`src/rtl/router_pkt_tx.sv`:
```
// Packet source for the 1x3 router ingress: frames {len,addr} header, payload popped
// from a show-ahead buffer, and an XOR parity byte, then reports the router's error flag.
module router_pkt_tx #(
   parameter int ERR_WIN = 3,
   parameter int IFG     = 2
) (
   input  logic       clk,
   input  logic       resetn,
   input  logic       cmd_valid,
   output logic       cmd_ready,
   input  logic [1:0] cmd_addr,
   input  logic [5:0] cmd_len,
   input  logic       cmd_bad_par,
   input  logic [7:0] pl_data,
   input  logic [6:0] pl_avail,
   output logic       pl_rd,
   input  logic       busy,
   input  logic       error,
   output logic       pkt_valid,
   output logic [7:0] tx_data,
   output logic       done,
   output logic       pkt_err,
   output logic       cmd_rej
);

   localparam int WAIT_CYC = (IFG > ERR_WIN) ? IFG : ERR_WIN;
   localparam int WW       = $clog2(WAIT_CYC + 1);
   localparam logic [WW-1:0] WAIT_LAST = WW'(WAIT_CYC - 1);
   localparam logic [WW-1:0] ERR_LIM   = WW'(ERR_WIN);

   typedef enum logic [2:0] {
      S_IDLE,
      S_HEADER,
      S_PAYLOAD,
      S_PARITY,
      S_WAIT
   } state_t;

   state_t          state_q, state_d;
   logic [1:0]      addr_q, addr_d;
   logic [5:0]      len_q, len_d;
   logic            bad_q, bad_d;
   logic [5:0]      rem_q, rem_d;
   logic [7:0]      par_q, par_d;
   logic [WW-1:0]   wcnt_q, wcnt_d;
   logic            err_acc_q, err_acc_d;
   logic            done_q, done_d;
   logic            pkt_err_q, pkt_err_d;
   logic            cmd_rej_q, cmd_rej_d;

   logic            cmd_legal;
   logic            cmd_illegal;
   logic            avail_ok;
   logic            accept;
   logic            err_now;
   logic [7:0]      hdr_byte;

   assign cmd_legal   = cmd_valid && (cmd_addr != 2'd3) && (cmd_len != 6'd0);
   assign cmd_illegal = cmd_valid && ((cmd_addr == 2'd3) || (cmd_len == 6'd0));
   assign avail_ok    = pl_avail >= {1'b0, cmd_len};
   assign accept      = ~busy;
   assign hdr_byte    = {len_q, addr_q};

   assign done    = done_q;
   assign pkt_err = pkt_err_q;
   assign cmd_rej = cmd_rej_q;

   always_ff @(posedge clk) begin
      if (!resetn) begin
         state_q   <= S_IDLE;
         addr_q    <= 2'd0;
         len_q     <= 6'd0;
         bad_q     <= 1'b0;
         rem_q     <= 6'd0;
         par_q     <= 8'd0;
         wcnt_q    <= '0;
         err_acc_q <= 1'b0;
         done_q    <= 1'b0;
         pkt_err_q <= 1'b0;
         cmd_rej_q <= 1'b0;
      end else begin
         state_q   <= state_d;
         addr_q    <= addr_d;
         len_q     <= len_d;
         bad_q     <= bad_d;
         rem_q     <= rem_d;
         par_q     <= par_d;
         wcnt_q    <= wcnt_d;
         err_acc_q <= err_acc_d;
         done_q    <= done_d;
         pkt_err_q <= pkt_err_d;
         cmd_rej_q <= cmd_rej_d;
      end
   end

   always_comb begin
      state_d   = state_q;
      addr_d    = addr_q;
      len_d     = len_q;
      bad_d     = bad_q;
      rem_d     = rem_q;
      par_d     = par_q;
      wcnt_d    = wcnt_q;
      err_acc_d = err_acc_q;
      done_d    = 1'b0;
      pkt_err_d = 1'b0;
      cmd_rej_d = 1'b0;
      err_now   = 1'b0;
      cmd_ready = 1'b0;
      pkt_valid = 1'b0;
      tx_data   = 8'd0;
      pl_rd     = 1'b0;

      unique case (state_q)
         S_IDLE: begin
            cmd_ready = 1'b1;
            // A legal command without enough buffered payload simply waits.
            if (cmd_illegal) begin
               cmd_rej_d = 1'b1;
            end else if (cmd_legal && avail_ok) begin
               addr_d  = cmd_addr;
               len_d   = cmd_len;
               bad_d   = cmd_bad_par;
               state_d = S_HEADER;
            end
         end

         S_HEADER: begin
            pkt_valid = 1'b1;
            tx_data   = hdr_byte;
            if (accept) begin
               par_d   = hdr_byte;
               rem_d   = len_q;
               state_d = S_PAYLOAD;
            end
         end

         S_PAYLOAD: begin
            pkt_valid = 1'b1;
            tx_data   = pl_data;
            pl_rd     = accept;
            if (accept) begin
               par_d = par_q ^ pl_data;
               rem_d = rem_q - 6'd1;
               if (rem_q == 6'd1) begin
                  state_d = S_PARITY;
               end
            end
         end

         S_PARITY: begin
            tx_data = par_q ^ {8{bad_q}};
            if (accept) begin
               wcnt_d    = '0;
               err_acc_d = 1'b0;
               state_d   = S_WAIT;
            end
         end

         S_WAIT: begin
            // Gap timer runs regardless of busy: nothing is on the bus here.
            wcnt_d  = wcnt_q + 1'b1;
            err_now = err_acc_q | ((wcnt_q < ERR_LIM) & error);
            err_acc_d = err_now;
            if (wcnt_q == WAIT_LAST) begin
               done_d    = 1'b1;
               pkt_err_d = err_now;
               state_d   = S_IDLE;
            end
         end

         default: begin
            state_d = S_IDLE;
         end
      endcase
   end

endmodule

```
`config.mk`:
```
export PLATFORM = sky130hd
export DESIGN_NAME = router_pkt_tx
export DESIGN_NICKNAME = d
export VERILOG_FILES = /design/src/rtl/router_pkt_tx.sv
export SDC_FILE = /design/constraint.sdc
export NUM_CORES = 1
export LEC_CHECK = 0
export ABC_AREA = 1
export CAP_MARGIN = 20
export CORE_MARGIN = 10
export CORE_UTILIZATION = 50
export CTS_BUF_LIST = sky130_fd_sc_hd__clkbuf_4 sky130_fd_sc_hd__clkbuf_8 sky130_fd_sc_hd__clkbuf_16
export CTS_CLUSTER_DIAMETER = 50
export DETAILED_ROUTE_END_ITERATION = 6
export GPL_ROUTABILITY_DRIVEN = 0
export GPL_TIMING_DRIVEN = 0
export MAX_ROUTING_LAYER = met4
export PLACE_DENSITY = 0.89
export SLEW_MARGIN = 10
export SYNTH_ARGS = -nofsm -noshare
export SYNTH_HDL_FRONTEND = slang
export SYNTH_SLANG_ARGS = --single-unit
```
`constraint.sdc`:
```
create_clock -name clk -period 2.69 [get_ports clk]
set_input_delay 0.269 -clock clk [delete_from_list [all_inputs] [get_ports clk]]
set_output_delay 0.269 -clock clk [all_outputs]
set_load 0.05 [all_outputs]
```
==> results.yml <==
global_route:
  overflow: 0
  grt_max_degree: 11
  grt_pass1_vias: 2132
  antenna_found_initial: 0
  grt_pass1_wl_mm: 9.47
  grt_usage_pct: 16.2
timing:
  finalSetupTns_ps: 0
  post-route-period-util_pct: 99.2
  setup_ws_ps: 20.2
  setup_viol: 0
  tightest_slew_ps: 532
  slew_headroom_pct: 64.4
  maxSlewViolCount: 0
  worst_hold_slack_ps: 474
  max_freq_ghz: 0.375
  hold_viol: 0
  finClkSkew_ps: 8.47
  min_period_ps: 2670
  rsz0062_at_grt: "false"
synthesis:
  syn_area_per_cell_um2: 7.16
  synthTopCellsByCount: "nand2_1, inv_1, dfxtp_1, a21oi_1, nor2_1"
  ys_ff_latch: 32
  synth_fp_nets: 324
  async_flop_share_pct: 0
  synth_top_area_share_pct: 31.4
  synth_edf_count: 0
  ys_seq_area_share_pct: 31.4
  synth_top_cells_by_area: "dfxtp_1, nand2_1, a21oi_1, inv_1, ha_1"
  synth_most_common_cell: "nand2_1"
  synth_area_um2: 2040
  synthFlopType: "dfxtp_1"
  ys_types: 35
  yosysTopAreaCell: "dfxtp_1"
  ys_warn_count: 0
  synth_cells: 285
status:
  status: "completed"
critical_path:
  crit_chain: "inv_2 -> nor3_4 -> nand2_1 -> o211ai_1 -> clkdlybuf4s50_1"
  reg2reg_depth: 6
  crit_type: "flip-flop to output pin"
  cp_slowest_cell: "clkdlybuf4s50_1"
  cp.required_ps: 2420
  cp_max_fo: 9
  endpoint_kind: "output pin"
  start_kind: "flip-flop"
  cp_data_arrival_time_ps: 2400
  critPathMaxStageDelay_ps: 850
floorplan:
  num_rows: 23
  die_h_um: 83.9
  die_area_um2: 7030
  initial_core_util_pct: 51.4
  pin_count: 43
  core_um2: 3970
  die_w_um: 83.9
placed_design:
  io_buffers: 42
  pre_cts_slack_ps: 212
  post-dp-hpwl_mm: 4.14
  placed_cells: 377
  place_area_um2: 2520
route:
  drtIter0Drc: 238
  wl_per_cell_um: 14.5
  antenna_left: 0
  routed_wirelength_mm: 5.57
  via_per_inst: 5.54
  drc_errors: 0
  vias: 2128
  firstDrtPassIters: 5
pwr:
  pwr-share-clk_pct: 20.7
  seqPwrFrac_pct: 27.1
  comb_power_share_pct: 52.2
  power_leakage_nw: 1.18
  power_per_cell_area_nw_per_um2: 922
  p_int_mw: 1.35
  p_sw_share_pct: 44.9
  p_sw_mw: 1.10
  peakVddDrop_mv: 0.439
  power_mw: 2.45
final_layout:
  drive_gt1_share_pct: 11.7
  antenna_cells: 0
  finalNonFillerCells: 384
  utilization_pct: 67.0
  area_growth_pct: 30.5
  fin_area_um2: 2660
  fin_nets: 372
clocking:
  numCtsBuffers: 5
  clkTransAtPathRegs_ps: 60
  cts.sinks: 32
  cts_max_level: 2
  cts_tree: "built"
  clk_latency_ps: 290
  cts_max_path_buffers: 2
  root_buffer: "clkbuf_8"
  hold_buffers: 0
flow_run:
  drv_cap: 0
hold_path:
  hold_path_depth: 2
  hold_class: "flip-flop to flip-flop"
-- worst paths after layout --
check | start | endpoint | slack (ps)
max | state_q[0]$_SDFFE_PN0P_ | tx_data[3] | 20
min | addr_q[0]$_SDFFE_PN0P_ | addr_q[0]$_SDFFE_PN0P_ | 470
max reg2reg | state_q[2]$_SDFFE_PN0P_ | par_q[5]$_SDFFE_PN0P_ | 1130
min reg2reg | addr_q[0]$_SDFFE_PN0P_ | addr_q[0]$_SDFFE_PN0P_ | 470
-- flip-flops by register name, summed over array words and instances (netlist names) --
register,count
state_q,3
wcnt_q,2
pkt_err,1
par_q,8
err_acc_q,1
done,1
addr_q,2
cmd_rej,1
bad_q,1
len_q,6
rem_q,6
-- cells in the final DEF, fill, tap and decap left out, drive strengths merged --
cell / Yosys / final
nand2: 50 / 50
inv: 40 / 40
clkdlybuf4s50: 0 / 38
nor2: 35 / 35
o21ai: 34 / 34
dfxtp: 32 / 32
a21oi: 29 / 29
ha: 10 / 10
nand3: 10 / 10
clkbuf: 4 / 10
xor2: 8 / 8
o211ai: 8 / 8
nor3: 8 / 8
buf: 6 / 6
dlymetal6s2s: 0 / 4
o22ai: 2 / 2
nand4: 2 / 2
or2: 2 / 2
a211oi: 2 / 2
nand3b: 1 / 1
and2: 1 / 1
nor3b: 1 / 1
bufinv: 0 / 1
-- worst max-delay path, delay by kind of cell, from the launching register on --
kind                   cells  cell delay (ps)
AND/OR/NAND/NOR            2              530
flip-flops                 1              500
buffers and inverters      2              950
AO/OA/AOI/OAI              1              130
-- final cells by class --
cell class	count	area [um^2]
Fill cell	356	1310
Clock buffer	7	96.3
Sequential cell	32	641
Clock inverter	1	30.0
Tap cell	50	62.6
Multi-Input combinational cell	203	1180
Inverter	40	153
Buffer	9	68.8
Timing Repair Buffer	42	430
-- power by group through the flow --
stage          combinational, mW  sequential (mW)  clock [mW]
2_1_floorplan              0.936            0.645           0
3_3_place_gp                1.23            0.652           0
3_5_place_dp                1.26            0.657           0
4_1_cts                     1.28            0.650       0.510
5_1_grt                     1.39            0.675       0.537
6_report                    1.28            0.666       0.508
-- repair_timing --
action                     in CTS  in global routing
buffers inserted                0                  0
gates resized for setup         1                  4
hold endpoints to repair        0                  0
gates cloned                    0                  0
setup endpoints to repair       8                  4
-- cells by family (layout without fill, tap and decap cells) --
kind of cell / Yosys count / count (layout) / synth area share (%)
adders and majority gates: 10 / 10 / 6.13
DFF: 32 / 32 / 31.4
AOI/OAI and AO/OA: 75 / 75 / 20.2
buffers and inverters: 50 / 99 / 11.0
xor gates and xnor gates: 8 / 8 / 3.44
and+or+nand+nor: 110 / 110 / 27.8
-- metal layers --
layer  global-route usage (%)  vias up  wire length (um)
li1                         -     1031                 -
met1                     17.1      992              2330
met2                     28.1       92              2790
met3                     3.91       13               328
met4                     6.85        0               119
met5                        -        -                 0
(Power assumes the default switching activity.)
